<file path="src/rtl/spi_master.sv">
`default_nettype none
// ============================================================================
//  Module   : spi_master
//  Purpose  : Single-clock SPI initiator for the 10-bit cmd/addr/data frame
//             protocol; shifts frames out MSB-first and collects read bytes.
//  Revision : 1.0 - initial release
// ============================================================================
module spi_master #(
    parameter int FRAME_W = 10,
    parameter int DATA_W  = 8,
    parameter int RD_LAT  = 2,
    parameter int GAP     = 1
) (
    input  logic               clk,
    input  logic               rst_n,
    input  logic               cmd_valid,
    output logic               cmd_ready,
    input  logic [FRAME_W-1:0] cmd_data,
    output logic               SS_n,
    output logic               MOSI,
    input  logic               MISO,
    output logic [DATA_W-1:0]  rd_data,
    output logic               rd_valid,
    output logic               busy
);

    typedef enum logic [2:0] {
        S_IDLE      = 3'd0,
        S_SEL       = 3'd1,
        S_CMD       = 3'd2,
        S_SHIFT_OUT = 3'd3,
        S_HOLD      = 3'd4,
        S_WAIT_RD   = 3'd5,
        S_SHIFT_IN  = 3'd6,
        S_GAP       = 3'd7
    } state_t;

    localparam logic [1:0] c_CMD_RD_DATA = 2'b11;

    state_t              r_state;
    logic [FRAME_W-1:0]  r_frame;
    logic [3:0]          r_cnt;
    logic [DATA_W-1:0]   r_shift;
    logic                w_is_read;
    logic                w_end;

    assign w_is_read = (r_frame[FRAME_W-1 -: 2] == c_CMD_RD_DATA);
    // Both frame kinds release SS_n from the same place once their tail is done
    assign w_end     = ((r_state == S_HOLD) || (r_state == S_SHIFT_IN)) && (r_cnt == 4'd0);

    always_ff @(posedge clk) begin
        if (!rst_n) begin
            r_state   <= S_IDLE;
            r_frame   <= '0;
            r_cnt     <= 4'd0;
            r_shift   <= '0;
            SS_n      <= 1'b1;
            MOSI      <= 1'b0;
            cmd_ready <= 1'b0;
            rd_data   <= '0;
            rd_valid  <= 1'b0;
            busy      <= 1'b0;
        end else begin
            rd_valid <= 1'b0;
            case (r_state)
                S_IDLE: begin
                    cmd_ready <= 1'b1;
                    if (cmd_valid && cmd_ready) begin
                        r_frame   <= cmd_data;
                        cmd_ready <= 1'b0;
                        busy      <= 1'b1;
                        SS_n      <= 1'b0;
                        MOSI      <= 1'b0;
                        r_state   <= S_SEL;
                    end
                end
                S_SEL: begin
                    MOSI    <= r_frame[FRAME_W-1];
                    r_cnt   <= 4'(FRAME_W - 1);
                    r_state <= S_CMD;
                end
                S_CMD: begin
                    MOSI    <= r_frame[r_cnt];
                    r_cnt   <= r_cnt - 4'd1;
                    r_state <= S_SHIFT_OUT;
                end
                S_SHIFT_OUT: begin
                    MOSI <= r_frame[r_cnt];
                    if (r_cnt == 4'd0) begin
                        if (w_is_read) begin
                            r_cnt   <= 4'(RD_LAT - 1);
                            r_state <= S_WAIT_RD;
                        end else begin
                            r_cnt   <= 4'd1;
                            r_state <= S_HOLD;
                        end
                    end else begin
                        r_cnt <= r_cnt - 4'd1;
                    end
                end
                S_HOLD: begin
                    MOSI  <= 1'b0;
                    r_cnt <= r_cnt - 4'd1;
                end
                S_WAIT_RD: begin
                    MOSI <= 1'b0;
                    if (r_cnt == 4'd0) begin
                        r_cnt   <= 4'(DATA_W);
                        r_state <= S_SHIFT_IN;
                    end else begin
                        r_cnt <= r_cnt - 4'd1;
                    end
                end
                S_SHIFT_IN: begin
                    // MISO is only looked at here, so X elsewhere never enters r_shift
                    if (r_cnt != 4'd0) begin
                        r_shift <= {r_shift[DATA_W-2:0], MISO};
                        r_cnt   <= r_cnt - 4'd1;
                    end else begin
                        rd_data  <= r_shift;
                        rd_valid <= 1'b1;
                    end
                end
                S_GAP: begin
                    if (r_cnt == 4'd0) begin
                        cmd_ready <= 1'b1;
                        busy      <= 1'b0;
                        r_state   <= S_IDLE;
                    end else begin
                        r_cnt <= r_cnt - 4'd1;
                    end
                end
                default: r_state <= S_IDLE;
            endcase

            // With GAP=1 ready rises with SS_n so a back-to-back frame sees one high cycle
            if (w_end) begin
                SS_n <= 1'b1;
                MOSI <= 1'b0;
                if (GAP <= 1) begin
                    cmd_ready <= 1'b1;
                    busy      <= 1'b0;
                    r_state   <= S_IDLE;
                end else begin
                    r_cnt   <= 4'(GAP - 2);
                    r_state <= S_GAP;
                end
            end
        end
    end

endmodule
`default_nettype wire

</file>
<file path="config.mk">
export PLATFORM = sky130hd
export DESIGN_NAME = spi_master
export DESIGN_NICKNAME = d
export VERILOG_FILES = /design/src/rtl/spi_master.sv
export SDC_FILE = /design/constraint.sdc
export NUM_CORES = 1
export LEC_CHECK = 0
export BUFFER_PORTS_ARGS = -buffer_cell sky130_fd_sc_hd__clkbuf_2
export CAP_MARGIN = 20
export CORE_MARGIN = 2
export CORE_UTILIZATION = 58
export CTS_BUF_LIST = sky130_fd_sc_hd__clkbuf_2 sky130_fd_sc_hd__clkbuf_4 sky130_fd_sc_hd__clkbuf_8
export CTS_CLUSTER_DIAMETER = 200
export CTS_CLUSTER_SIZE = 20
export DETAILED_ROUTE_END_ITERATION = 7
export GPL_ROUTABILITY_DRIVEN = 0
export PLACE_DENSITY = 0.77
export RECOVER_POWER = 25
export SLEW_MARGIN = 0
export SYNTH_ARGS = -nofsm -noshare
export SYNTH_HDL_FRONTEND = slang
export SYNTH_SLANG_ARGS = --single-unit
</file>
<file path="constraint.sdc">
create_clock -name clk -period 2.5 [get_ports clk]
set_input_delay 0.5 -clock clk [delete_from_list [all_inputs] [get_ports clk]]
set_output_delay 0.5 -clock clk [all_outputs]
set_load 0.005 [all_outputs]
</file>
== Word level (Yosys, flattened, before mapping) ==
Cells that the tools add are included.

* Input bits: 14
* Register bits: 38
* Output and inout bits: 13
* Logic and storage cells: 76

* Add/sub/neg operators: 1
* Order comparisons: 1
* Bitwise operators: 2
* Reductions and logical operators: 24
* Equality and inequality tests: 15
* Muxes and demuxes: 23

{| class="wikitable"
|+ Operators with widths
! operator !! number
|-
| 4-bit case mux with 6 select lines || 1
|-
| 3-bit case mux with 6 select lines || 1
|-
| 4-bit 2-to-1 mux || 4
|-
| 3-bit == test (second input constant) || 4
|-
| 3-bit 2-to-1 mux || 4
|-
| 2-bit AND reduction || 6
|-
| 6-bit nonzero test || 2
|-
| 2-bit inequality test (second input constant) || 5
|-
| 1-bit 2-to-1 mux || 9
|-
| 4-bit nonzero test || 2
|-
| 2-bit OR reduction || 4
|-
| 3-bit by 2-bit == test with 1-bit output (second input constant) || 2
|-
| 3-bit AND reduction || 2
|-
| 4-bit by 5-bit < comparator with 1-bit output (second input constant) || 1
|-
| 5-bit AND reduction || 1
|-
| 1-bit binary-select mux with 4-bit select || 1
|-
| 4-bit logical NOT || 1
|-
| 1-bit case mux with 2 select lines || 2
|-
| 1-bit case mux with 4 select lines || 1
|-
| 4-bit by 1-bit subtractor with 4-bit output (second input constant) || 1
|-
| 3-bit by 1-bit == test with 1-bit output (second input constant) || 1
|-
| 3-bit logical NOT || 1
|-
| 3-bit inequality test (second input constant) || 1
|-
| 3-bit nonzero test || 1
|-
| other kinds (6) || 8
|}

== Depth between registers and ports, before layout ==
* Depth in word-level cells: 5
* Depth in mapped cells: 9
* Mapped depth without buffers: 6

== Worst setup path after synthesis ==
Ideal clock, no wire load.

* Path type: reg2reg
* Start point: reg r_cnt[0]
* End point: reg rd_data[0]
* Setup time: 0.116 ns
* Path buffers: 3
* Clock period less this slack: 1.876 ns
* Arrival: 1.760 ns
* Slack: 0.624 ns
* Cell stages (with the launch flop): 10
* Required time: 2.384 ns
* Path through: dfxtp_1 > clkbuf_1 > inv_1 > ha_1 > or3b_1 > buf_6 > nor3_4 > buf_6 > mux2i_1 > nor2b_1

* Word-level cells in the longest chain between the ends: 3

{| class="wikitable"
|+ RTL lines
! item !! line !! source
|-
| from (decl) || 42 || <nowiki>logic [3:0] r_cnt;</nowiki>
|-
| from (signal assigned) || 79 || <nowiki>r_cnt <= 4'(FRAME_W - 1);</nowiki>
|-
| from (signal assigned) || 84 || <nowiki>r_cnt <= r_cnt - 4'd1;</nowiki>
|-
| from (signal assigned) || 91 || <nowiki>r_cnt <= 4'(RD_LAT - 1);</nowiki>
|-
| 4-bit nonzero test || 116 || <nowiki>if (r_cnt != 4'd0) begin</nowiki>
|-
| 1-bit NOT (no source line) || -- ||
|-
| 2-bit AND reduction (no source line) || -- ||
|-
| to (signal assigned) || 120 || <nowiki>rd_data <= r_shift;</nowiki>
|-
| to (decl) || 22 || <nowiki>output logic [DATA_W-1:0] rd_data,</nowiki>
|}

No other way between the ends.
A chain may end at the register's enable or synchronous reset.

== Worst setup path after layout ==
* Start point: reg r_cnt[0]
* End point: reg MOSI

* Word-level cells in the longest chain between the ends: 3
* Elaborated cells on any way between the ends: 6
* Classes of those cells: mux (3); reduce/logical (3)

{| class="wikitable"
|+ RTL lines
! item !! line !! source
|-
| 1-bit binary-select mux with 4-bit select / 4-bit logical NOT (equally long branches) || 83, 88, 49 ||
|-
| 1-bit 2-to-1 mux (implied by the code) / 1-bit logical AND (equally long branches) || 83, 88, 49 ||
|-
| 1-bit case mux with 4 select lines / 2-bit OR reduction (equally long branches) || -- ||
|-
| to (signal assigned) || 78 || <nowiki>MOSI <= r_frame[FRAME_W-1];</nowiki>
|-
| to (signal assigned) || 83 || <nowiki>MOSI <= r_frame[r_cnt];</nowiki>
|-
| to (signal assigned) || 88 || <nowiki>MOSI <= r_frame[r_cnt];</nowiki>
|-
| to (decl) || 20 || <nowiki>output logic MOSI,</nowiki>
|}

Parallel ways exist; a longest one is shown, timed or not. The select of a mux whose other input is x is not followed.

==> impl_summary.txt <==
----------------------------------------------------
[Timing]
  Post-layout min period ... 2.25 ns
  Number of setup violations in the final report ... 0
  Maximum clock skew at final layout ... 0.00814 ns
  Slew of the pin with the lowest slew margin ... 0.603 ns
  Max Fclk ... 0.445 GHz
  Setup_tns ... 0 ns
  Crit share post-route ... 89.9%
  Smallest hold slack ... 0.361 ns
  Count of final max-slew check failures ... 0
  Count of final hold-check violations ... 0
  Slew margin rel. ... 59.4%
  RSZ-0062 raised after global routing ... no

[Synthesis]
  Fraction of post-synthesis cell area in the top cell type by area ... 42.6%
  Cell area after synthesis ... 1790 um^2
  Synthesis-stage register bit count ... 38
  Top cells by area in the synthesized netlist ... sky130_fd_sc_hd__dfxtp_1 43%, sky130_fd_sc_hd__mux2i_1 11%, sky130_fd_sc_hd__nor2b_1 6.3%, sky130_fd_sc_hd__nand2_1 6.1%, sky130_fd_sc_hd__a21boi_0 4.2%
  Synthesized net count ... 213
  Synthesized-area fraction occupied by adder cells ... 0.700%
  Post-synthesis instance total ... 198
  Dominant cell type by area after synthesis ... sky130_fd_sc_hd__dfxtp_1
  Multiplexer area fraction after synthesis ... 12.1%
  Main combinational cell family by area after synthesis ... simple AND/OR/NAND/NOR gates
  Number of warnings issued by yosys ... 0
  Proportion of synthesized chip area in sequential cells ... 42.6%
  Share of synthesized cell area in and, or, nand and nor gates ... 22.5%
  Average cell area after synthesis ... 9.02 um^2
  Xor/xnor share of the synthesized area ... 0.980%
  Fraction of the mapped netlist area in compound gates ... 15.5%
  Post-synthesis cell type count ... 38

[Global routing]
  First-pass GRT wire length ... 6160 um
  Remaining Overflow, GRT ... 0
  Pin count of the biggest net entering global routing ... 36
  Antenna violations before repair ... 0
  GRT Overall Usage ... 22.6%
  Via count of the first global-routing pass ... 1406

[Worst setup path]
  Crit path capture type ... flip-flop
  Classification of the worst setup path ... flip-flop to flip-flop
  Kind of cell adding the most delay to the critical path ... simple AND/OR/NAND/NOR gates
  Cells along the critical path ... inv_1 -> ha_1 -> nor3b_2 -> nand2_1 -> o21ai_0 -> a311oi_1
  Worst-path cell with the longest stage delay ... sky130_fd_sc_hd__nor3b_2
  Kind of launch point of the worst setup path ... flip-flop
  Worst Path Max Fanout ... 7
  Delay of the slowest critical-path stage ... 0.53 ns
  Critical path required time ... 2.71 ns
  Crit path buffers/inverters ... 1
  Data arrival time of the critical path ... 2.46 ns

[Clocking]
  CTS Root Cell ... sky130_fd_sc_hd__clkbuf_4
  Clock transition at the registers of the reported paths ... 0.12 ns
  Number of buffers inserted by hold repair at cts ... 0
  Post-CTS setup-driven buffer insertion count ... 0
  Number of gates resized after cts ... 0
  Level count of the clock H-tree ... 2
  Clock latency of the later-clocked register in the worst-skew pair ... 0.35 ns
  Inserted Clock Buffers ... 5
  CTS Buffer Depth ... 2
  TritonCTS clock tree ... yes
  TritonCTS Sinks ... 38

[Floorplan]
  Placement row count ... 20
  Die area ... 3540 um^2
  Chip width ... 59.5 um
  Die H ... 59.5 um
  Number of primary I/O pins ... 27
  Initial Util ... 59.5%
  Total core area ... 3000 um^2

[Place]
  Cell area after placement ... 1880 um^2
  Detailed-placement wirelength estimate ... 2390 um
  Input/output buffers ... 26

[Power]
  Leakage ... 0.699 nW
  Tot Pwr ... 1.52 mW
  Power per Cell Area ... 767 nW/um^2
  Maximum resistive drop on vdd ... 0.000383 V

[Finish]
  Layout fillers ... 257
  Finished Core Util ... 66.1%
  Layout-stage area growth over the synthesis result ... 11.1%
  Layout cells sized above 1 ... 16.1%
  Post-route design area ... 1990 um^2
  Nets ... 232
  Diode count ... 0

[Route]
  Residual antenna-violating net count after detailed routing ... 0
  Drt total wl ... 3490 um
  Length of the first detailed-routing pass in iterations ... 4
  Routed length per instance ... 13.9 um
  Average via count per standard cell ... 5.74
  Via total after detailed routing ... 1440
  Initial DRC count ... 64
  Drc violations ... 0

[Hold path]
  Path category of the worst min-delay check ... primary input to flip-flop

[Run]
  Max-cap check violation count ... 0

[Outcome]
  Run status ... completed

----------------------------------------------------
-- cell type report --
cell class	count	area, um^2	share of cell area (%)
sequential	38	761	38.3
tap	33	41.3	2.08
inverter	5	18.8	0.945
clock buffer	6	51.3	2.58
multi-input combinational	140	925	46.6
timing repair buffer	27	129	6.49
clock inverter	2	60.1	3.02
-- cell usage in the layout, fill, tap and decap left out, types with 2 or more instances in the layout --
master	Yosys	final
sky130_fd_sc_hd__nor2_1	10	10
sky130_fd_sc_hd__nor3_4	2	2
sky130_fd_sc_hd__nand2b_1	3	3
sky130_fd_sc_hd__o221a_2	2	2
sky130_fd_sc_hd__clkbuf_1	9	7
sky130_fd_sc_hd__o21ai_0	9	9
sky130_fd_sc_hd__nand2_1	29	29
sky130_fd_sc_hd__clkbuf_4	0	5
sky130_fd_sc_hd__a21boi_0	10	10
sky130_fd_sc_hd__dfxtp_1	38	38
sky130_fd_sc_hd__nand3_1	2	2
sky130_fd_sc_hd__a21boi_1	3	3
sky130_fd_sc_hd__clkbuf_2	0	19
sky130_fd_sc_hd__a21oi_1	8	8
sky130_fd_sc_hd__nor3_1	3	3
sky130_fd_sc_hd__inv_1	5	5
sky130_fd_sc_hd__mux2i_1	19	19
sky130_fd_sc_hd__bufinv_16	0	2
sky130_fd_sc_hd__o211ai_1	2	2
sky130_fd_sc_hd__nor2b_1	18	18
sky130_fd_sc_hd__nor4_1	2	2
-- tightest hold or removal path: cells and delay by family --
kind            cells  cell delay (ns)
buf+inv             1             0.08
simple gates        1             0.04
compound gates      1             0.05
-- synth_stat cells --
cell and count:
sky130_fd_sc_hd__inv_1 5, sky130_fd_sc_hd__xor2_1 1, sky130_fd_sc_hd__or3_1 1, sky130_fd_sc_hd__mux2i_1 19
sky130_fd_sc_hd__clkbuf_1 9, sky130_fd_sc_hd__a21oi_1 8, sky130_fd_sc_hd__a21boi_0 10, sky130_fd_sc_hd__o221a_2 2
sky130_fd_sc_hd__xnor2_1 1, sky130_fd_sc_hd__a221oi_1 1, sky130_fd_sc_hd__nor2b_1 18, sky130_fd_sc_hd__a21o_1 1
sky130_fd_sc_hd__a31oi_1 1, sky130_fd_sc_hd__nand2_1 29, sky130_fd_sc_hd__nor2_1 10, sky130_fd_sc_hd__nor4_1 2
sky130_fd_sc_hd__o21ai_0 9, sky130_fd_sc_hd__a41oi_1 1, sky130_fd_sc_hd__buf_2 3, sky130_fd_sc_hd__or3b_1 1
sky130_fd_sc_hd__and2_1 1, sky130_fd_sc_hd__nand3b_1 1, sky130_fd_sc_hd__dfxtp_1 38, sky130_fd_sc_hd__a211oi_1 1
sky130_fd_sc_hd__buf_6 3, sky130_fd_sc_hd__a21boi_1 3, sky130_fd_sc_hd__nor3_1 3, sky130_fd_sc_hd__or2_2 1
sky130_fd_sc_hd__o211ai_1 2, sky130_fd_sc_hd__mux4_1 1, sky130_fd_sc_hd__nand2_2 1, sky130_fd_sc_hd__ha_1 1
sky130_fd_sc_hd__nand3_1 2, sky130_fd_sc_hd__a311oi_1 1, sky130_fd_sc_hd__a2111oi_0 1, sky130_fd_sc_hd__nor3_4 2
sky130_fd_sc_hd__nand2b_1 3, sky130_fd_sc_hd__nor3b_2 1
-- report_power, final --
part	internal, mW	leakage [nW]	switching [mW]
Sequential	0.644	0.309	0.0633
Combinational	0.115	0.331	0.151
Clock	0.339	0.0585	0.211
-- per-stage QoR --
stage / setup slack, ns / cells
floorplan: 0.624 / 198
global placement: 0.437 / 243
detailed placement: 0.349 / 243
CTS: 0.333 / 251
global route: 0.158 / 251
finish: 0.253 / 251
-- registers in the layout, indices dropped and copies added (netlist names) --
name / count
rd_valid: 1
rd_data: 8
cmd_ready: 1
r_cnt: 4
r_shift: 8
busy: 1
MOSI: 1
SS_n: 1
r_state: 3
r_frame: 10
-- cell families (layout without fill, tap and decap cells) --
logic type	after synthesis	in the layout
simple gates	76	76
buf+inv	20	40
mux	20	20
xor+xnor	2	2
flops	38	38
fa+ha+maj	1	1
compound gates	41	41
-- per-layer routing --
metal / vias to the layer above / GRT usage [%] / part of all wire, %
met5: - / 0 / 0
met4: 0 / 6.03 / 0.83
met3: 4 / 6.11 / 6.8
met2: 50 / 37.0 / 48
met1: 671 / 29.5 / 44
li1: 715 / - / -
-- final timing paths --
path / start / endpoint / slack [ns] / depth (start not counted)
setup / recovery: r_cnt[0] / MOSI / 0.25 / 6
hold reg to reg: r_frame[0] / r_frame[0] / 0.47 / 2
hold / removal: cmd_data[2] / r_frame[2] / 0.36 / 3
setup reg to reg: r_cnt[0] / MOSI / 0.25 / 6
No activity file was read; power rests on OpenSTA's default activity.
